==> src/rtl/mux_pipeline_sequencer.sv <==
// Valid/ready sequencer wrapped around a pipelined mux that has no valid
// tracking of its own. One request is accepted, its select and input vector
// are held on the mux for the full pipeline depth, and the settled result is
// captured and offered downstream until it is taken.
module mux_pipeline_sequencer #(
  parameter int WIDTH       = 1,
  parameter int INPUT_COUNT = 2,
  parameter int LATENCY     = 0,
  parameter int SEL_W       = $clog2(INPUT_COUNT)
) (
  input  logic                         clk,
  input  logic                         rst_n,
  input  logic                         s_valid,
  output logic                         s_ready,
  input  logic [SEL_W-1:0]             s_sel,
  input  logic [WIDTH*INPUT_COUNT-1:0] s_data,
  output logic [SEL_W-1:0]             mux_sel,
  output logic [WIDTH*INPUT_COUNT-1:0] mux_in,
  input  logic [WIDTH-1:0]             mux_out,
  output logic                         m_valid,
  input  logic                         m_ready,
  output logic [WIDTH-1:0]             m_data,
  output logic                         m_err,
  output logic                         busy
);

  // Settling counter needs at least one bit even when the mux is purely
  // combinational (LATENCY == 0).
  localparam int CNT_W = (LATENCY > 0) ? $clog2(LATENCY + 1) : 1;
  localparam logic [CNT_W-1:0] LP_CNT_LOAD  = CNT_W'(LATENCY);
  // One extra bit so INPUT_COUNT itself is representable for the range test.
  localparam logic [SEL_W:0]   LP_SEL_LIMIT = (SEL_W + 1)'(INPUT_COUNT);

  typedef enum logic [1:0] {
    S_IDLE = 2'd0,
    S_WAIT = 2'd1,
    S_HOLD = 2'd2
  } state_t;

  state_t                         r_state;
  state_t                         w_state_nxt;
  logic [CNT_W-1:0]               r_cnt;
  logic                           r_err;
  logic [SEL_W-1:0]               r_mux_sel;
  logic [WIDTH*INPUT_COUNT-1:0]   r_mux_in;
  logic [WIDTH-1:0]               r_m_data;
  logic                           r_m_valid;
  logic                           r_m_err;
  logic                           r_busy;

  logic                           w_s_ready;
  logic                           w_accept;
  logic                           w_retire;
  logic                           w_cnt_done;
  logic                           w_sel_err;

  // Handshake decode; s_ready is the only input-to-output combinational path.
  always_comb begin
    w_s_ready  = (r_state == S_IDLE) | ((r_state == S_HOLD) & m_ready);
    w_accept   = s_valid & w_s_ready;
    w_retire   = (r_state == S_HOLD) & m_ready;
    w_cnt_done = (r_state == S_WAIT) & (r_cnt == '0);
    w_sel_err  = ({1'b0, s_sel} >= LP_SEL_LIMIT);
  end

  // Next-state logic for the single in-flight transaction.
  always_comb begin
    w_state_nxt = r_state;
    case (r_state)
      S_IDLE: begin
        if (s_valid) begin
          w_state_nxt = S_WAIT;
        end
      end
      S_WAIT: begin
        if (r_cnt == '0) begin
          w_state_nxt = S_HOLD;
        end
      end
      S_HOLD: begin
        if (m_ready) begin
          w_state_nxt = s_valid ? S_WAIT : S_IDLE;
        end
      end
      default: begin
        w_state_nxt = S_IDLE;
      end
    endcase
  end

  // State register with busy as a registered decode of the next state.
  always_ff @(posedge clk or negedge rst_n) begin
    if (!rst_n) begin
      r_state <= S_IDLE;
      r_busy  <= 1'b0;
    end else begin
      r_state <= w_state_nxt;
      r_busy  <= (w_state_nxt != S_IDLE);
    end
  end

  // Request capture: the mux drive only changes on an accepted request.
  always_ff @(posedge clk or negedge rst_n) begin
    if (!rst_n) begin
      r_mux_sel <= '0;
      r_mux_in  <= '0;
      r_err     <= 1'b0;
    end else if (w_accept) begin
      r_mux_sel <= s_sel;
      r_mux_in  <= s_data;
      r_err     <= w_sel_err;
    end
  end

  // Settling counter: loaded with the pipeline depth, counts down in WAIT.
  always_ff @(posedge clk or negedge rst_n) begin
    if (!rst_n) begin
      r_cnt <= '0;
    end else if (w_accept) begin
      r_cnt <= LP_CNT_LOAD;
    end else if ((r_state == S_WAIT) && (r_cnt != '0)) begin
      r_cnt <= r_cnt - 1'b1;
    end
  end

  // Result register: capture the settled mux output, hold it until taken.
  // A bad select still takes the full latency but reports zero data.
  always_ff @(posedge clk or negedge rst_n) begin
    if (!rst_n) begin
      r_m_data  <= '0;
      r_m_valid <= 1'b0;
      r_m_err   <= 1'b0;
    end else if (w_cnt_done) begin
      r_m_data  <= r_err ? '0 : mux_out;
      r_m_err   <= r_err;
      r_m_valid <= 1'b1;
    end else if (w_retire) begin
      r_m_valid <= 1'b0;
      r_m_err   <= 1'b0;
    end
  end

  assign s_ready = w_s_ready;
  assign mux_sel = r_mux_sel;
  assign mux_in  = r_mux_in;
  assign m_valid = r_m_valid;
  assign m_data  = r_m_data;
  assign m_err   = r_m_err;
  assign busy    = r_busy;

endmodule

==> config.mk <==
export PLATFORM = sky130hd
export DESIGN_NAME = mux_pipeline_sequencer
export DESIGN_NICKNAME = d
export VERILOG_FILES = /design/src/rtl/mux_pipeline_sequencer.sv
export SDC_FILE = /design/constraint.sdc
export NUM_CORES = 1
export LEC_CHECK = 0
export CORE_AREA = 10 10 47 49
export CTS_CLUSTER_SIZE = 10
export DETAILED_ROUTE_END_ITERATION = 6
export DIE_AREA = 0 0 57 59
export HOLD_SLACK_MARGIN = 0.1
export SETUP_SLACK_MARGIN = 0.4
export SYNTH_ARGS = -nofsm -noshare
export SYNTH_HDL_FRONTEND = slang
export SYNTH_SLANG_ARGS = --single-unit
export TNS_END_PERCENT = 1
==> constraint.sdc <==
create_clock -name clk -period 1.2 [get_ports clk]
set_input_delay 0.3 -clock clk [delete_from_list [all_inputs] [get_ports clk]]
set_output_delay 0.3 -clock clk [all_outputs]
set_load 0.02 [all_outputs]
# Word-level counts from Yosys, hierarchy flattened
# Index checks and enable logic that the tools add are counted.
[word_totals]
reg_bits = 10
inputBits = 8
wordCells = 31
[op_classes]
n_addsub = 1
eq_ne = 2
mux = 10
n_bitwise = 5
reduce_logical = 5
[ops]
columns = ["cell", "n"]
rows = [
  ["1-bit two-way mux", 6],
  ["2-bit two-way mux", 3],
  ["2-bit case mux with 3 select lines", 1],
  ["2-bit nonzero test", 3],
  ["1-bit bitwise AND", 3],
  ["2-bit by 1-bit equality test with 1-bit output, second input constant", 1],
  ["2-bit equality test, second input constant", 1],
  ["2-bit logical NOT", 1],
  ["1-bit logical AND", 1],
  ["1-bit NOT", 1],
  ["1-bit bitwise OR", 1],
  ["1-bit subtractor, second input constant", 1],
]

# Depth between registers and ports, before layout
# Gate-level depths: netlist of the first run.
[logic_depth]
word_depth = 5
ltp_mapped = 4
depth_no_buf = 3

# Worst setup path after synthesis of the first run
# No wires, ideal clock.
[synth_timing]
kind = "register -> register"
startpoint = "register r_state[0]"
endpoint = "register r_mux_in[0] (netlist: mux_in[0])"
setup_ns = 0.125
arrival_time_ns = 1.079
required_time_ns = 1.075
slack_ns = -0.004
stages_incl_launch_ff = 5
n_path_buf = 1
period_less_slack_ns = 1.204
cell_sequence = "dfrtp_1 -> buf_4 -> nor2b_2 -> and2_4 -> mux2_4"
[synth_via]
elab_chain_len = 4
[synth_rtl]
columns = ["item", "line", "rtl"]
rows = [
  ["from (decl)", "40", "state_t r_state;"],
  ["from (signal assigned)", "97", "r_state <= w_state_nxt;"],
  ["2-bit equality test", "59", "w_s_ready = (r_state == S_IDLE) | ((r_state == S_HOLD) & m_ready);"],
  ["1-bit bitwise AND", "59", ""],
  ["1-bit bitwise OR (*)", "59", ""],
  ["1-bit bitwise AND (*)", "60", "w_accept = s_valid & w_s_ready;"],
  ["to (signal assigned)", "110", "r_mux_in <= s_data;"],
  ["to (decl)", "45", "logic [WIDTH*INPUT_COUNT-1:0] r_mux_in;"],
]
# Mark *: on every way between the ends. The rest lies on a longest branch, timed or not.
# A chain may end at the register's enable or synchronous reset.

# Worst setup path after layout of the first run
[layout_timing]
startpoint = "register r_state[1]"
endpoint = "output s_ready"
[layout_via]
elab_chain_len = 3
[layout_rtl]
columns = ["item", "line", "rtl"]
rows = [
  ["2-bit equality test", "59", ""],
  ["1-bit bitwise AND", "59", ""],
  ["1-bit bitwise OR (*)", "59", ""],
  ["to (decl)", "14", "output logic s_ready,"],
]
# Marked as above.

==> results of run 1 <==
kinds of logic (layout without fill, tap and decap cells):
group / Yosys count / count (layout) / share of synthesized area
flops: 9 / 9 / 0.556
mux: 4 / 4 / 0.139
other cells: 1 / 1 / 0.00925
compound gates: 7 / 7 / 0.0988
simple gates: 10 / 10 / 0.151
buf+inv: 3 / 29 / 0.0463
state kept, by name, summed over array words and instances (netlist names):
register / cells
m_data: 1
busy: 1
r_state: 2
r_cnt: 1
m_valid: 1
mux_sel: 1
mux_in: 2
worst max-delay path by stage:
stage,to,slack (ns),startpoint
2_1_floorplan,mux_in[0],0.04,r_state[0]
4_1_cts,s_ready,-0.11,r_state[1]
3_3_place_gp,s_ready,-0.73,m_ready
5_1_grt,s_ready,-0.13,r_state[1]
3_5_place_dp,s_ready,-0.74,m_ready
6_report,s_ready,-0.1,r_state[1]
cells in the final DEF, fill, tap and decap left out, types with 2 or more instances in the layout:
master           netlist  layout
dfrtp_1                9       9
buf_4                  2       9
buf_6                  0       8
clkdlybuf4s50_1        0       6
a21oi_1                3       3
mux2_4                 3       3
clkbuf_4               0       3
nor2b_4                0       2
nand2_1                2       2
nor2_1                 2       2
routing by layer:
metal | up-vias | track usage
met2 | 10 | 0.104
met4 | 0 | 0.0302
met3 | 0 | 0.0386
met1 | 168 | 0.0645
met5 | - | 0
li1 | 167 | -
layout make-up:
| class | count | share of cell area |
|---|---|---|
| Inverter | 1 | 0.00547 |
| Clock buffer | 4 | 0.0383 |
| Multi-Input combinational cell | 22 | 0.268 |
| Sequential cell | 9 | 0.328 |
| Timing Repair Buffer | 24 | 0.330 |
| Tap cell | 16 | 0.0292 |
stage by stage:
step	total power, W	instance area, um2	setup TNS [ns]
after floorplan	0.000930	414	0
final	0.00167	686	-0.339
after detailed placement	0.00134	616	-2.70
after CTS	0.00166	667	-0.441
after global placement	0.00132	616	-2.52
after global routing	0.00179	686	-0.537
repair_timing:
item | 4_1_cts | 5_1_grt
setup endpoints to repair | 16 | 16
pin swaps | 0 | 1
buffers inserted | 0 | 2
resized for setup | 46 | 2
power groups by stage:
stage,combinational (W),sequential [W],clock [W]
floorplan,0.000299,0.000632,0
global placement,0.000821,0.000496,0
detailed placement,0.000829,0.000512,0
CTS,0.000881,0.000537,0.000240
global route,0.000981,0.000559,0.000247
finish,0.000903,0.000536,0.000231
worst reg2reg max path, stage by stage, from the launching register on:
cell     delay [ns]
dfrtp_1        0.42
buf_6          0.15
nor2b_4        0.11
and2_4         0.18
mux2_4         0.30
==> results.toml, run 1 <==
[power_and_ir_drop]
total_leakage_power_nw = 0.332
p_int_w = 0.00109
powerDensity_mw_per_mm2 = 2440
p_clk_frac = 0.138
max-vdd-ir-drop_mv = 1.25
p_seq_frac = 0.321
comb_power_share = 0.540
p_sw_w = 0.000578
swShare = 0.346

[global_routing]
overflow = 0
grt_pass1_wl_um = 1690
track_usage = 0.0641
antenna_found_initial = 0
grt_max_degree = 10
grt_pass1_vias = 394

[synthesis]
synth_edf_count = 0
syn_area_per_cell_um2 = 11.9
yosysUniqueCellTypes = 18
synth-async-reset-ratio = 1.00
yosysWarnings = 0
synth.most_common_cell = "dfrtp_1"
synth_commonest_cells = "9 x dfrtp_1, 3 x a21oi_1, 3 x mux2_4"
synth.net_count = 42
yosys.area.top_type_share = 0.556
syn-cell-area_um2 = 405
yosysTopAreaCell = "dfrtp_1"
synth_ff_type = "dfrtp_1"
yosysSeqAreaShare = 0.556
syn_inst = 34
yosys-top-cells-area = "dfrtp_1 56%, mux2_4 11%, a21oi_1 3.7%, buf_4 3.7%, mux2_2 2.8%"
synth_seq_cells = 9

[sta]
rsz0062_at_grt = "true"
fmax_mhz = 771
setup_viol = 5
period_share = 1.08
drv_slew = 0
period_needed_ns = 1.30
finalClockSkew_ns = 0.000150
fin_ws_ns = -0.0965
holdWs_ns = 0.337
finalHoldViolCount = 0

[clocking]
clk_pin_slew_worst_paths_ns = 0.06
clkLatencyLatePin_ns = 0.25
cts_tree = "done"
cts-htree-levels = 1
cts_root_buffer = "clkbuf_4"
numCtsBuffers = 3
clock_sinks = 9
cts.path.max_buffers = 2
cts_hold_buf = 0

[detailed_routing]
vias = 345
met3WireLength_um = 111
antenna_left = 0
routed_wl_um = 985
drt_iter0_markers = 2
wl_met2_um = 490
wire_per_inst_um = 13.0
drt_pass1_iterations = 4
routed_via_density = 4.54
highest_layer = "met3"
wl_met1_um = 383
drcViolationCount = 0

[die]
pin_count = 16
dieHeight_um = 59
die_area_mm2 = 0.00336
die-width_um = 57
fp.coreArea_mm2 = 0.00140
initial_utilization = 0.289
row_count = 14

[worst_setup_path]
r2r-end = "mux_in[0]"
worstRegToRegCells = 4
reg2reg_slack_ns = -0.07
slowest_delay_ns = 0.41
critical_path_required_ns = 0.90
crit_buf_inv = 1
slowest_stage = "dfrtp_1"
r2r-start = "r_state[0]"
cp_cell_sequence = "nand2b_4, nor2b_4, buf_6"
cp-start-kind = "flip-flop"
crit_type = "reg -> out"
critPathMaxFanout = 2
worst-path-stages = 3
arrival_ns = 1.00
crit_family = "flip-flops"
end_kind = "primary output"

[run_status]
status = "complete, but fails checks"
failed_checks = "negative setup slack"

[final_layout]
utilization = 0.489
area_growth_pct = 69.1
regArea_um2 = 225
finalNonFillerCells = 76
multi_input_area_um2 = 184
num_antenna_cells = 0
final_layout_size_suffix_gt1_frac = 0.483
nets = 69
nFillCells = 144

[placed_design]
numPortBuffers = 14
routabilityCongestion = 0.737
hpwl_um = 805
pre_cts_ws_ns = -0.743
place_inst = 70

[run]
cap_violations = 0

[hold_path]
holdCritPathClass = "in -> async"
Power figures use the tool's default switching activity.
==> inputs of run 2 (changes only) <==
CAP_MARGIN = 40   (was unset)
CORE_AREA = unset   (was 10 10 47 49)
CORE_MARGIN = 10   (was unset)
CORE_UTILIZATION = 30   (was unset)
DIE_AREA = unset   (was 0 0 57 59)
GPL_TIMING_DRIVEN = 0   (was unset)
==> results.toml, run 2 (synthesis gave the netlist of run 1 again) <==
[run_status]
status = "complete, but fails checks"
failed_checks = "negative setup slack"

[worst_setup_path]
critPathLaunch = "r_state[1]"
critical_path_required_ns = 0.90
critPathMaxFanout = 2
arrival_ns = 1.01
cp-start-kind = "flip-flop"
r2r-start = "r_state[1]"
worstRegToRegCells = 3
cp_cell_sequence = "nand2b_4, nor2b_1, buf_4"
slowest_delay_ns = 0.43
crit_type = "reg -> out"
r2r-end = "m_data"
end_kind = "primary output"
slowest_stage = "dfrtp_2"
reg2reg_slack_ns = -0.01

[power_and_ir_drop]
p_clk_frac = 0.147
total_power_w = 0.00160
comb_power_share = 0.523
p_sw_w = 0.000562
total_leakage_power_nw = 0.302
p_int_w = 0.00104
swShare = 0.351
max-vdd-ir-drop_mv = 0.962
powerDensity_mw_per_mm2 = 2490
p_seq_frac = 0.330

[die]
row_count = 13
die-width_um = 56.8
pin_count = 16
dieHeight_um = 56.8
die_area_mm2 = 0.00322
initial_utilization = 0.315
fp.coreArea_mm2 = 0.00128

[detailed_routing]
drcViolationCount = 0
drt_pass1_iterations = 2
drt_iter0_markers = 5
wire_per_inst_um = 12.6
routed_wl_um = 885
antenna_left = 0
vias = 309
routed_via_density = 4.41

[clocking]
cts-htree-levels = 1
clk_pin_slew_worst_paths_ns = 0.06
numCtsBuffers = 3
clkLatencyLatePin_ns = 0.26
cts_root_buffer = "clkbuf_4"
cts.path.max_buffers = 2
cts_tree = "done"
cts_hold_buf = 0
clock_sinks = 9

[hold_path]
holdCritPathClass = "in -> async"

[run]
cap_violations = 0

[placed_design]
routabilityCongestion = 0.738
hpwl_um = 658
numPortBuffers = 14

[sta]
fmax_mhz = 761
setup_viol = 5
fin_ws_ns = -0.114
finalClockSkew_ns = 0.00382
drv_slew = 0
fin_setup_tns_ns = -0.141
period_share = 1.10
period_needed_ns = 1.31
rsz0062_at_grt = "true"
finalHoldViolCount = 0

[final_layout]
nets = 64
final_layout_size_suffix_gt1_frac = 0.455
num_antenna_cells = 0
area_growth_pct = 58.6
final_common_cell = "dfrtp_1"
most-common-layout-cells = "8 x dfrtp_1, 7 x buf_6, 5 x buf_4, 5 x clkdlybuf4s50_1, 4 x mux2_4"

[global_routing]
grt_max_degree = 10
overflow = 0
grt_pass1_vias = 330
grt_pass1_wl_um = 1550
track_usage = 0.0605
antenna_found_initial = 0
[run 2: final cells by class]
class,instances,area (um2)
fillers,123,642
flip-flops and latches,9,226
multi-input cells,22,184
repair buffers,17,165
clock buffers,4,26.3
plain buffers,2,18.8
well taps,15,18.8
inverters,1,3.75
[run 2: worst max-delay path: cells and delay by family, from the launching register on]
kind	cells	cell delay [ns]
buffers and inverters	1	0.14
DFF	1	0.43
and+or+nand+nor	2	0.19
[run 2: power groups by stage]
stage	logic, W	clock network [W]	registers, W
after floorplan	0.000299	0	0.000632
after global placement	0.000725	0	0.000514
after detailed placement	0.000726	0	0.000520
after CTS	0.000849	0.000242	0.000530
after global routing	0.000896	0.000264	0.000548
final	0.000836	0.000235	0.000528
[run 2: what timing repair did]
item	in CTS	in global routing
pin swaps	3	1
setup buffers	3	0
endpoints found under the setup margin	16	16
gates resized for setup	50	0
[run 2: how the worst max path moves through the flow]
| stage | endpoint | slack (ns) | cells past startpoint |
|---|---|---|---|
| after floorplan | mux_in[0] | 0.04 | 4 |
| after CTS | s_ready | -0.13 | 3 |
| final | s_ready | -0.11 | 3 |
| after global placement | s_ready | -0.81 | 4 |
| after global routing | s_ready | -0.17 | 3 |
| after detailed placement | s_ready | -0.80 | 4 |
[run 2: stage by stage]
stage | utilization | hold slack (ns) | cells | setup WS [ns] | cell area [um2]
6_report | 0.500 | 0.328 | 70 | -0.114 | 643
3_5_place_dp | 0.446 | 0.495 | 63 | -0.802 | 573
5_1_grt | 0.500 | 0.354 | 70 | -0.173 | 643
3_3_place_gp | 0.446 | 0.493 | 63 | -0.808 | 573
4_1_cts | 0.500 | 0.337 | 70 | -0.126 | 643
2_1_floorplan | - | 0.00441 | 34 | 0.0359 | 414
[run 2: metal layers]
layer	global-route usage	part of all wire	wire length, um	up-vias
li1	-	-	-	153
met1	0.0628	0.39	346	146
met2	0.0862	0.48	423	10
met3	0.0607	0.13	114	0
met4	0.0101	0	0	0
met5	0	0	0	-
